**config.mk**
```make
export PLATFORM = sky130hd
export DESIGN_NAME = mod_counter
export DESIGN_NICKNAME = d
export VERILOG_FILES = /design/src/rtl/counter_pkg.sv /design/src/rtl/cnt_prescaler.sv /design/src/rtl/mod_counter.sv
export SDC_FILE = /design/constraint.sdc
export NUM_CORES = 1
export LEC_CHECK = 0
export ABC_AREA = 1
export BUFFER_PORTS_ARGS = -buffer_cell sky130_fd_sc_hd__buf_2
export CAP_MARGIN = 5
export CELL_PAD_IN_SITES_DETAIL_PLACEMENT = 0
export CELL_PAD_IN_SITES_GLOBAL_PLACEMENT = 1
export CORE_ASPECT_RATIO = 0.7
export CORE_MARGIN = 2
export CORE_UTILIZATION = 39
export CTS_CLUSTER_DIAMETER = 40
export DETAILED_ROUTE_END_ITERATION = 10
export PLACE_DENSITY_LB_ADDON = 0.12
export SLEW_MARGIN = 30
export SYNTH_ARGS = -nofsm -noshare
export SYNTH_HDL_FRONTEND = slang
export SYNTH_HIERARCHICAL = 1
export SYNTH_SLANG_ARGS = --single-unit
```
**constraint.sdc**
```tcl
create_clock -name clk -period 4.3 [get_ports clk]
set_input_delay 0.43 -clock clk [delete_from_list [all_inputs] [get_ports clk]]
set_output_delay 0.43 -clock clk [all_outputs]
set_load 0.005 [all_outputs]
```
**src/rtl/counter_pkg.sv**
```systemverilog
// Shared definitions for the modulo counter: boundary-mode encoding and the
// helper that sizes the prescaler phase register.
package counter_pkg;

    typedef enum logic {
        CNT_WRAP = 1'b0,
        CNT_SAT  = 1'b1
    } cnt_mode_e;

    // Bits needed to hold 0..prescale-1, never less than one bit so the
    // phase register still exists when the prescaler is a pass-through.
    function automatic int presc_width(input int prescale);
        if (prescale <= 2) begin
            return 1;
        end
        return $clog2(prescale);
    endfunction

endpackage

```
**src/rtl/cnt_prescaler.sv**
```systemverilog
// Enable divider: produces a one-cycle tick on every PRESCALE-th enabled
// cycle. The phase only moves while en is high, so pausing en holds it.
module cnt_prescaler
    import counter_pkg::*;
#(
    parameter int PRESCALE = 1
) (
    input  logic clk,
    input  logic rst_n,
    input  logic clr,
    input  logic en,
    output logic tick
);

    localparam int PW = presc_width(PRESCALE);
    localparam logic [PW-1:0] LAST = PW'(PRESCALE - 1);

    logic [PW-1:0] phase;

    assign tick = en && (phase == LAST);

    // Phase register: cleared by reset or clr, otherwise advances and wraps on enabled cycles.
    always_ff @(posedge clk) begin
        if (!rst_n) begin
            phase <= '0;
        end else if (clr) begin
            phase <= '0;
        end else if (en) begin
            phase <= (phase == LAST) ? '0 : phase + 1'b1;
        end
    end

endmodule

```
**src/rtl/mod_counter.sv**
```systemverilog
// Up/down counter over 0..MAX with wrap or saturate behaviour at the ends,
// a prescaled step enable, a one-cycle terminal-count pulse and a sticky
// boundary flag. All outputs come straight from registers.
module mod_counter
    import counter_pkg::*;
#(
    parameter int        WIDTH    = 16,
    parameter int        MAX      = 2**WIDTH - 1,
    parameter cnt_mode_e MODE     = CNT_WRAP,
    parameter int        PRESCALE = 1
) (
    input  logic             clk,
    input  logic             rst_n,
    input  logic             clr,
    input  logic             en,
    input  logic             up,
    input  logic             load,
    input  logic [WIDTH-1:0] load_val,
    input  logic             ovf_clr,
    output logic [WIDTH-1:0] dout,
    output logic             tc,
    output logic             ovf
);

    localparam logic [WIDTH-1:0] MAX_V = WIDTH'(MAX);

    logic             tick;
    logic             at_max;
    logic             at_zero;
    logic [WIDTH-1:0] dout_next;
    logic             tc_next;
    logic             ovf_next;

    // Both clr and load restart the step phase so the next step needs a full
    // PRESCALE run of enabled cycles.
    cnt_prescaler #(
        .PRESCALE (PRESCALE)
    ) u_prescaler (
        .clk   (clk),
        .rst_n (rst_n),
        .clr   (clr | load),
        .en    (en),
        .tick  (tick)
    );

    assign at_max  = (dout == MAX_V);
    assign at_zero = (dout == '0);

    // Next-state selection in priority order clr > load > step > hold; a boundary step sets ovf even if ovf_clr is high.
    always_comb begin
        dout_next = dout;
        tc_next   = 1'b0;
        ovf_next  = ovf & ~ovf_clr;
        if (clr) begin
            dout_next = '0;
            ovf_next  = 1'b0;
        end else if (load) begin
            dout_next = (load_val > MAX_V) ? MAX_V : load_val;
        end else if (tick) begin
            if (up) begin
                if (at_max) begin
                    dout_next = (MODE == CNT_WRAP) ? '0 : MAX_V;
                    tc_next   = 1'b1;
                    ovf_next  = 1'b1;
                end else begin
                    dout_next = dout + 1'b1;
                end
            end else begin
                if (at_zero) begin
                    dout_next = (MODE == CNT_WRAP) ? MAX_V : '0;
                    tc_next   = 1'b1;
                    ovf_next  = 1'b1;
                end else begin
                    dout_next = dout - 1'b1;
                end
            end
        end
    end

    // Output registers; reset overrides every other input.
    always_ff @(posedge clk) begin
        if (!rst_n) begin
            dout <= '0;
            tc   <= 1'b0;
            ovf  <= 1'b0;
        end else begin
            dout <= dout_next;
            tc   <= tc_next;
            ovf  <= ovf_next;
        end
    end

endmodule

```
Word-level counts from Yosys, hierarchy flattened
Cells that the tools add are included.
{"block": "totals", "ff_bits": 19, "input_bits": 23, "output_inout_bits": 18, "word_cells": 36}
{"block": "op_classes", "addsub": 3, "order_cmp": 1, "n_eq_ne": 1, "n_mux": 15, "bitwise_logic": 6, "n_reduce_logical": 6}
{"operator": "2-to-1 mux 16 bit", "n": 6}
{"operator": "adder 16 x 1 -> 16 bit (second input constant)", "n": 1}
{"operator": "equality test 16 bit (second input constant)", "n": 1}
{"operator": "greater-than comparator 16 bit (second input constant)", "n": 1}
{"operator": "zero test 16 bit", "n": 1}
{"operator": "subtractor 16 x 1 -> 16 bit (second input constant)", "n": 1}
{"operator": "2-to-1 mux 1 bit", "n": 9}
{"operator": "inverter 1 bit", "n": 4}
{"operator": "OR reduction 2 bit", "n": 2}
{"operator": "OR reduction 4 bit", "n": 1}
{"operator": "nonzero test 2 bit", "n": 1}
{"operator": "adder 1 bit (second input constant)", "n": 1}
{"operator": "AND 1 bit", "n": 1}
{"operator": "logical AND 1 bit", "n": 1}
{"operator": "OR 1 bit", "n": 1}

Longest topological paths before layout
Gate-level depths: netlist of the first run.
{"block": "depth", "ltp_word": 6, "ltp_mapped": 12, "mapped_depth_nobuf": 11}

Modules after synthesis
Netlist of the first run, hierarchy kept.
{"module": "mod_counter", "instances": 1, "cells_per_inst": 296, "area_per_inst_um2": 1766.7, "seq_area_each_um2": 360.3}
{"module": "cnt_prescaler", "instances": 1, "cells_per_inst": 1, "area_per_inst_um2": 7.5, "seq_area_each_um2": 0.0}

Worst setup path before layout of the first run
OpenSTA, ideal clock, no wires.
{"block": "synth_path", "path_type": "reg-to-reg", "from": "register dout[0]", "to": "register dout[14]", "setup_time_ns": 0.070, "t_arrival_ns": 1.452, "required_ns": 4.230, "slack_ns": 2.778, "stages_incl_launch_ff": 11, "path_buffers": 0, "period_less_slack_ns": 1.522, "cell_sequence": "dfxtp_1 > inv_1 > ha_1 > inv_1 > nor2_1 > nand3_2 > nor3_1 > nand2_1 > o21ai_1 > nand3_1 > a21oi_1"}
{"block": "synth_via", "elab_chain_cells": 5, "word_cells_on_any_way": 9, "classes_between": "add/sub (2); eq/ne (1); mux (5); reduce/logical (1)"}
{"item": "start: declaration", "line": "mod_counter.sv:20", "rtl": "output logic [WIDTH-1:0] dout,"}
{"item": "start signal: assignment", "line": "mod_counter.sv:87", "rtl": "dout <= dout_next;"}
{"item": "subtractor 16 x 1 -> 16 bit, or another cell as far along", "line": "mod_counter.sv:74", "rtl": "dout_next = dout - 1'b1;"}
{"item": "2-to-1 mux 16 bit (on tied branches)", "line": "mod_counter.sv:69, mod_counter.sv:61"}
{"item": "2-to-1 mux 16 bit *", "line": "mod_counter.sv:60", "rtl": "if (up) begin"}
{"item": "2-to-1 mux 16 bit *", "line": "mod_counter.sv:59", "rtl": "end else if (tick) begin"}
{"item": "2-to-1 mux 16 bit *", "line": "mod_counter.sv:57", "rtl": "end else if (load) begin"}
Every way passes the cells marked *; elsewhere a longest branch is shown, timed or not. The select of a mux whose other input is x is not followed.
A chain may end at the register's enable or synchronous reset.

Worst setup path after layout of the first run
Same ends and word-level chain as after synthesis.

==> results of run 1 <==
## worst max-delay path: cells and delay by family (launching register included)
kind                     cells  cell delay (ns)
AO/OA/AOI/OAI                2             0.27
adder cells (fa/ha/maj)      1             0.22
buffers and inverters        2             0.18
flip-flops                   1             0.39
AND/OR/NAND/NOR              5             0.81
## flip-flops by register name, indices dropped and copies added (netlist names)
register and cells:
dout 16, ovf 1, tc 1
## metrics by stage
step	std cells	setup WS [ns]	util	cell area [µm²]	power, mW
after floorplan	296	2.78	-	1770	0.315
after global placement	376	2.29	0.451	1960	0.372
after detailed placement	376	2.32	0.451	1960	0.368
after CTS	380	2.39	0.463	2020	0.515
after global routing	380	2.14	0.463	2020	0.551
final	380	2.36	0.463	2020	0.520
## routing by layer
layer / routed length, µm / share of wire / track usage / vias to the layer above
met3: 563 / 0.094 / 0.0463 / 8
met2: 2340 / 0.39 / 0.359 / 84
met5: 0 / 0 / 0 / -
met1: 3040 / 0.51 / 0.409 / 913
li1: - / - / - / 1050
met4: 62 / 0.010 / 0.0363 / 0
## how the worst max path moves through the flow
stage,to,cells past startpoint
4_1_cts,dout[14]$_SDFFE_PP0P_,10
3_3_place_gp,dout[2]$_SDFFE_PP0P_,8
3_5_place_dp,dout[2]$_SDFFE_PP0P_,8
2_1_floorplan,dout[14]$_SDFFE_PP0P_,10
6_report,dout[14]$_SDFFE_PP0P_,10
5_1_grt,dout[14]$_SDFFE_PP0P_,10
## final cells by class
| type | count | share of cell area |
|---|---|---|
| Clock buffer | 4 | 0.0273 |
| Inverter | 37 | 0.0689 |
| Sequential cell | 18 | 0.179 |
| Timing Repair Buffer | 41 | 0.103 |
| Multi-Input combinational cell | 225 | 0.588 |
| Tap cell | 55 | 0.0341 |
## power by group through the flow
stage               sequential (mW)  combinational [mW]  clock, mW
detailed placement            0.201               0.167          0
global route                  0.200               0.194      0.157
global placement              0.202               0.170          0
CTS                           0.197               0.168      0.150
floorplan                     0.187               0.127          0
finish                        0.198               0.170      0.152
==> flow_summary.toml, run 1 <==
[outcome]
status = "finished clean"

[die]
ios = 41
die_w_um = 84.5
die_h_um = 60.4
coreArea_um2 = 4350
dieArea_um2 = 5100
initial_utilization = 0.407
num_rows = 20

[power_and_ir_drop]
share_comb_of_total_power = 0.328
p_sw_uw = 203
leakage_nw = 0.983
clkPwrFrac = 0.292
swShare = 0.389
p_int_uw = 318
powerDensity_nw_per_um2 = 258
ir_drop_mv = 0.130
seqPwrFrac = 0.380

[critical_path]
max_stage_delay_ns = 0.39
worstRegToRegCells = 10
crit_chain = "inv_1 > ha_1 > inv_1 > nor2_1 > nand3_2 > nor3_1 > nand2_1 > o21ai_1 > nand3_1 > a21oi_1"
crit-reg2reg-launch = "dout[0]$_SDFFE_PP0P_"
worst_setup_path_end_kind = "flip-flop"
crit_fanout = 6
rr_endpoint = "dout[14]$_SDFFE_PP0P_"
worstSetupStartpointType = "flip-flop"
required_ns = 4.50
crit_path_top_delay_cell = "dfxtp_1"
critPathArrivalTime_ns = 2.14
cp-startpoint = "dout[0]$_SDFFE_PP0P_"
r2r_setup_slack_ns = 2.36
worstSetupPathType = "reg2reg"
cp_common_cell = "inv_1"

[final_layout]
seq_area_um2 = 360
mostFrequentLayoutCells = "nand2_1, nor2_1, buf_2"
insertedDiodeCount = 0
multi_input_area_um2 = 1190
fill_cells = 524
drive_gt1_frac = 0.185
syn_to_final_growth_pct = 13.9
layout_commonest_cell = "nand2_1"
nets = 352

[sta]
setup_tns_ns = 0
finalSetupViolCount = 0
finalHoldViolCount = 0
holdWs_ns = 0.414
worst_slew_pin_slew_ns = 0.571
period_needed_ns = 1.94
drv_slew = 0
slew_headroom = 0.617
fin_skew_ns = 0.00554
rsz0062_at_grt = "false"
period_share = 0.450
fmaxAchievable_mhz = 517

[place]
dp_hpwl_um = 4540
port-buffer-count = 40
routabilityCongestion = 0.890

[hold_path]
min_path_cells = 3
min_to = "ovf$_SDFF_PP0_"
hold_path_startpoint = "ovf_clr"
hold_class = "in2reg"

[logic_synthesis]
syn_avg_cell_area_um2 = 5.98
syn-num-nets = 322
synthCells = 296
synth_warnings = 6
netlist_area_um2 = 1770

[clock_network]
numCtsBuffers = 3
cts_setup_buffers = 0
cts_tree = "yes"
clk_latency_ns = 0.27
cts_hold_buf = 0
cts_root_buf = "clkbuf_8"
clkTransAtPathRegs_ns = 0.08
clkSinkCount = 18
cts_max_path_buffers = 2
cts_resized = 0
htreeDepth = 1

[routing]
vias = 2055
post_drt_wl_per_cell_um = 15.8
routed_via_density = 5.41
first_pass_iters = 4
drtIter0Drc = 210
totalWireLength_um = 6000
drc_errors = 0
antenna_left = 0

[grt]
antenna_found_initial = 0
grt_pass1_wl_um = 10100
grt_pass1_vias = 1910
grt_max_degree = 18
grt_overflow = 0
grt_util_all_layers = 0.256

[run]
maxCapViolCount = 0
(Power assumes the default switching activity.)
==> run 2, diff against run 1 <==
CORE_UTILIZATION = 33   (was 39)
clock period = 1.6 ns   (was 4.3 ns; I/O delays follow)
==> run 2 against run 1 <==
Clock skew shrank 0.0012 ns; global-route usage fell by 2.2 points; worst setup slack worse by 2.4 ns; hold slack worse by 0.27 ns; register-to-register slack worse by 2.4 ns; sequential power rose to 2.6 times the previous value; wire length grew 16%; largest cell class unchanged; die area increased by 17%.
==> flow_summary.toml, run 2 (same netlist as run 1, synthesis figures left out) <==
[final_layout]
mostFrequentLayoutCells = "nand2_1, buf_4, buf_2"
syn_to_final_growth_pct = 47.0
seq_area_um2 = 382
regMostFlops = "dout"
reg_top3 = "dout (16), ovf (1), tc (1)"
multi_input_area_um2 = 1300
layout_commonest_cell = "nand2_1"
utilization = 0.500
insertedDiodeCount = 0
drive_gt1_frac = 0.394
nets = 408
fill_cells = 538
largest_reg_flops = 16

[sta]
finalHoldViolCount = 0
period_needed_ns = 1.59
fmaxAchievable_mhz = 630
rsz0062_at_grt = "true"
drv_slew = 0
setup_tns_ns = 0
finalSetupViolCount = 0
fin_skew_ns = 0.00438
period_share = 0.993
holdWs_ns = 0.141
worst_slew_pin_slew_ns = 0.321
slew_headroom = 0.785
fin_ws_ns = 0.0116

[routing]
wl_met2_um = 2820
first_pass_iters = 5
top_layer_used = "met4"
drtIter0Drc = 182
drc_errors = 0
met3_length_um = 529
post_drt_wl_per_cell_um = 15.4
antenna_left = 0
totalWireLength_um = 6970
vias = 2249
wl_met1_um = 3560
routed_via_density = 4.96

[critical_path]
critPathArrivalTime_ns = 1.75
rr_endpoint = "dout[9]$_SDFFE_PP0P_"
worstRegToRegCells = 11
r2r_setup_slack_ns = 0.01
worst_setup_path_end_kind = "flip-flop"
crit-reg2reg-launch = "dout[4]$_SDFFE_PP0P_"
crit_fanout = 6
crit_chain = "buf_4 > nor2_4 > nand2_2 > inv_1 > nand2_1 > o21ai_0 > nand3_1 > nand2_1 > nand2_1 > nand2_1 > a21oi_1"
max_stage_delay_ns = 0.36
cp_common_cell = "nand2_1"
required_ns = 1.76
worstSetupStartpointType = "flip-flop"
crit_path_top_delay_cell = "dfxtp_2"
worstSetupPathType = "reg2reg"

[die]
num_rows = 22
dieArea_um2 = 5980
initial_utilization = 0.340
die_w_um = 91.5
ios = 41
die_h_um = 65.3
coreArea_um2 = 5200

[outcome]
status = "finished clean"

[clock_network]
cts_hold_buf = 0
htreeDepth = 1
numCtsBuffers = 3
clkSinkCount = 18
clk_latency_ns = 0.27
cts_root_buf = "clkbuf_8"
cts_max_path_buffers = 2
cts_tree = "yes"
clkTransAtPathRegs_ns = 0.08

[place]
routabilityCongestion = 0.970
dp_hpwl_um = 5400
dp_slack_ns = -0.147
port-buffer-count = 40

[hold_path]
hold_class = "in2reg"
min_path_cells = 3
min_to = "ovf$_SDFF_PP0_"
hold_path_startpoint = "ovf_clr"

[grt]
grt_pass1_wl_um = 10700
antenna_found_initial = 0
grt_util_all_layers = 0.234
grt_pass1_vias = 2002
grt_overflow = 0
grt_max_degree = 17

[power_and_ir_drop]
ir_drop_mv = 0.324
leakage_nw = 1.28
powerDensity_nw_per_um2 = 613
finalPower_mw = 1.60

[run]
maxCapViolCount = 0
## run 2: cell types whose count changed in the layout (fill, tap and decap cells not counted), moves of 3 or more
cell | before | now
o21ai_1 | 2 | 5
dfxtp_4 | 0 | 3
ha_1 | 3 | 0
dfxtp_1 | 18 | 7
nand2_1 | 64 | 60
nor2_2 | 1 | 4
nor2_1 | 42 | 36
dfxtp_2 | 0 | 8
o21ai_0 | 16 | 13
nand2_2 | 2 | 5
inv_2 | 1 | 4
inv_1 | 34 | 30
buf_4 | 1 | 55
nor2_4 | 5 | 8
## run 2: layout make-up
cell class                      count  share of cell area
Clock buffer                        4              0.0212
Inverter                           37              0.0543
Multi-Input combinational cell    225               0.499
Sequential cell                    18               0.147
Tap cell                           72              0.0346
Timing Repair Buffer               97               0.244
## run 2: what timing repair did
item,in CTS,in global routing
buffers inserted,3,2
pin swaps,4,15
setup endpoints to repair,7,18
gates resized for setup,8,43
## run 2: metal layers
metal,track usage,vias to the layer above
met2,0.348,97
met3,0.0356,4
li1,-,1155
met4,0.0398,0
met1,0.357,993
met5,0,-
## run 2: worst max path at each step
stage                                     from                    end  cells after the start
after CTS                 dout[0]$_SDFFE_PP0P_   dout[8]$_SDFFE_PP0P_                      9
after floorplan           dout[0]$_SDFFE_PP0P_  dout[14]$_SDFFE_PP0P_                     10
after global placement    dout[0]$_SDFFE_PP0P_  dout[14]$_SDFFE_PP0P_                     10
final                     dout[4]$_SDFFE_PP0P_   dout[9]$_SDFFE_PP0P_                     11
after global routing      dout[4]$_SDFFE_PP0P_  dout[15]$_SDFFE_PP0P_                     12
after detailed placement  dout[0]$_SDFFE_PP0P_  dout[14]$_SDFFE_PP0P_                     10
## run 2: critical path: cells and delay by family (launching register included)
kind | cells | cell delay (ns)
buf+inv | 2 | 0.23
flops | 1 | 0.36
compound gates | 2 | 0.22
simple gates | 7 | 0.67
## run 2: report_power, final
group / leakage [nW] / total (mW) / switching, mW / internal [mW]
Combinational: 1.10 / 0.665 / 0.378 / 0.287
Sequential: 0.153 / 0.514 / 0.0432 / 0.471
Clock: 0.0288 / 0.416 / 0.196 / 0.220
## run 2: stage by stage
stage,area [µm²],cells
finish,2600,453
global route,2600,453
CTS,2460,451
detailed placement,2370,444
global placement,2370,444
floorplan,1770,296
==> run 3, diff against run 2 <==
CORE_UTILIZATION = 37   (was 33)
clock period = 1.65 ns   (was 1.6 ns; I/O delays follow)
==> run 3 against run 2 <==
Clock-buffer cell count shrank 1; wire length fell by 7.6%; total power fell by 11%; clock skew fell by 0.0024 ns; worst setup slack improved by 0.065 ns; combinational power decreased by 15%; clock power down 17%; maximum frequency increased by 0.94%; sequential power down 2%; die area is 10% lower; first-iteration DRC count is 16% higher; design area is 10% lower; critical endpoint is now dout[14]$_SDFFE_PP0P_; largest power group unchanged; highest routed layer unchanged.
==> flow_summary.toml, run 3 (same netlist as run 1, synthesis figures left out) <==
[sta]
rsz0062_at_grt = "true"
worst_slew_pin_slew_ns = 0.290
fin_skew_ns = 0.00196
drv_slew = 0
period_needed_ns = 1.57
setup_tns_ns = 0
finalSetupViolCount = 0
finalHoldViolCount = 0
slew_headroom = 0.806
fmaxAchievable_mhz = 635
holdWs_ns = 0.146
period_share = 0.954

[place]
routabilityCongestion = 0.986
port-buffer-count = 40
dp_hpwl_um = 4960
dp_cells = 411

[critical_path]
worstSetupPathType = "reg2reg"
crit_fanout = 4
critPathArrivalTime_ns = 1.78
worst_setup_path_end_kind = "flip-flop"
required_ns = 1.86
worstSetupStartpointType = "flip-flop"

[power_and_ir_drop]
ir_drop_mv = 0.260
powerDensity_nw_per_um2 = 606
leakage_nw = 1.16

[clock_network]
clk_latency_ns = 0.27
cts_max_path_buffers = 2
htreeDepth = 1
clkSinkCount = 18
numCtsBuffers = 3
cts_tree = "yes"
clkTransAtPathRegs_ns = 0.08
cts_root_buf = "clkbuf_8"

[die]
dieArea_um2 = 5360
coreArea_um2 = 4700
initial_utilization = 0.376
die_h_um = 61.9
die_w_um = 86.7
num_rows = 21
ios = 41

[final_layout]
mostFrequentLayoutCells = "nand2_1, buf_2, nor2_1"
stdcell_count = 416
drive_gt1_frac = 0.323
nets = 387
insertedDiodeCount = 0
largest_reg_flops = 16
utilization = 0.496
reg_top3 = "dout (16), ovf (1), tc (1)"
syn_to_final_growth_pct = 31.9
fill_cells = 518
layout_commonest_cell = "nand2_1"
regMostFlops = "dout"

[routing]
totalWireLength_um = 6440
drtIter0Drc = 212
antenna_left = 0
post_drt_wl_per_cell_um = 15.5
first_pass_iters = 4
routed_via_density = 5.26
drc_errors = 0
vias = 2189

[grt]
grt_util_all_layers = 0.251
grt_pass1_vias = 1892
grt_pass1_wl_um = 10000
antenna_found_initial = 0
grt_max_degree = 17
grt_overflow = 0

[hold_path]
hold_class = "in2reg"

[run]
maxCapViolCount = 0

[outcome]
status = "finished clean"
## run 3: cell types whose count changed in the layout (fill, tap and decap cells not counted), sizes merged
cell,change
buf,-21
clkbuf,-1
## run 3: layout make-up
| class | instances | area (µm²) | share of cell area |
|---|---|---|---|
| Clock buffer | 3 | 41.3 | 0.0177 |
| Inverter | 37 | 139 | 0.0595 |
| Sequential cell | 18 | 372 | 0.159 |
| Multi-Input combinational cell | 225 | 1240 | 0.532 |
| Tap cell | 57 | 71.3 | 0.0305 |
| Timing Repair Buffer | 76 | 470 | 0.202 |
## run 3: repair_timing
action / CTS / global route
pin swaps: 1 / 7
buffers inserted: 0 / 2
hold buffers: 0 / 0
resized for setup: 2 / 24
setup endpoints to repair: 2 / 17
endpoints found under the hold margin: 0 / 0
## run 3: worst paths after layout
check	end	cells after the start	slack, ns	startpoint
worst max-delay path	dout[14]$_SDFFE_PP0P_	10	0.08	dout[1]$_SDFFE_PP0P_
worst min-delay path	ovf$_SDFF_PP0_	3	0.15	ovf_clr
worst max register to register	dout[14]$_SDFFE_PP0P_	10	0.08	dout[1]$_SDFFE_PP0P_
worst min register to register	ovf$_SDFF_PP0_	2	0.48	ovf$_SDFF_PP0_
## run 3: power by group
group | switching (mW) | internal, mW | leakage (nW)
combinational | 0.333 | 0.235 | 0.989
clock | 0.181 | 0.164 | 0.0216
sequential | 0.0432 | 0.459 | 0.151
total | 0.558 | 0.857 | 1.16
## run 3: layer usage
| layer | wire length, µm | track usage | vias to the layer above |
|---|---|---|---|
| li1 | - | - | 1121 |
| met1 | 3400 | 0.394 | 983 |
| met2 | 2500 | 0.348 | 81 |
| met3 | 488 | 0.0528 | 4 |
| met4 | 43 | 0.0446 | 0 |
| met5 | 0 | 0 | - |
## run 3: metrics by stage
stage | total power, mW | worst slack (ns) | cell area (µm²)
CTS | 1.37 | 0.00848 | 2260
global route | 1.50 | -0.0313 | 2330
floorplan | 0.820 | 0.128 | 1770
finish | 1.41 | 0.0764 | 2330
global placement | 1.03 | -0.0442 | 2210
detailed placement | 1.03 | -0.0594 | 2210
## run 3: worst max-delay path, cell delays in order (launching register included)
cell,delay [ns]
dfxtp_2,0.34
inv_1,0.08
ha_2,0.19
inv_1,0.07
nor2_4,0.11
nand3_4,0.13
nor3_4,0.21
nand2_2,0.08
o21ai_2,0.11
nand3_1,0.07
a21oi_1,0.11
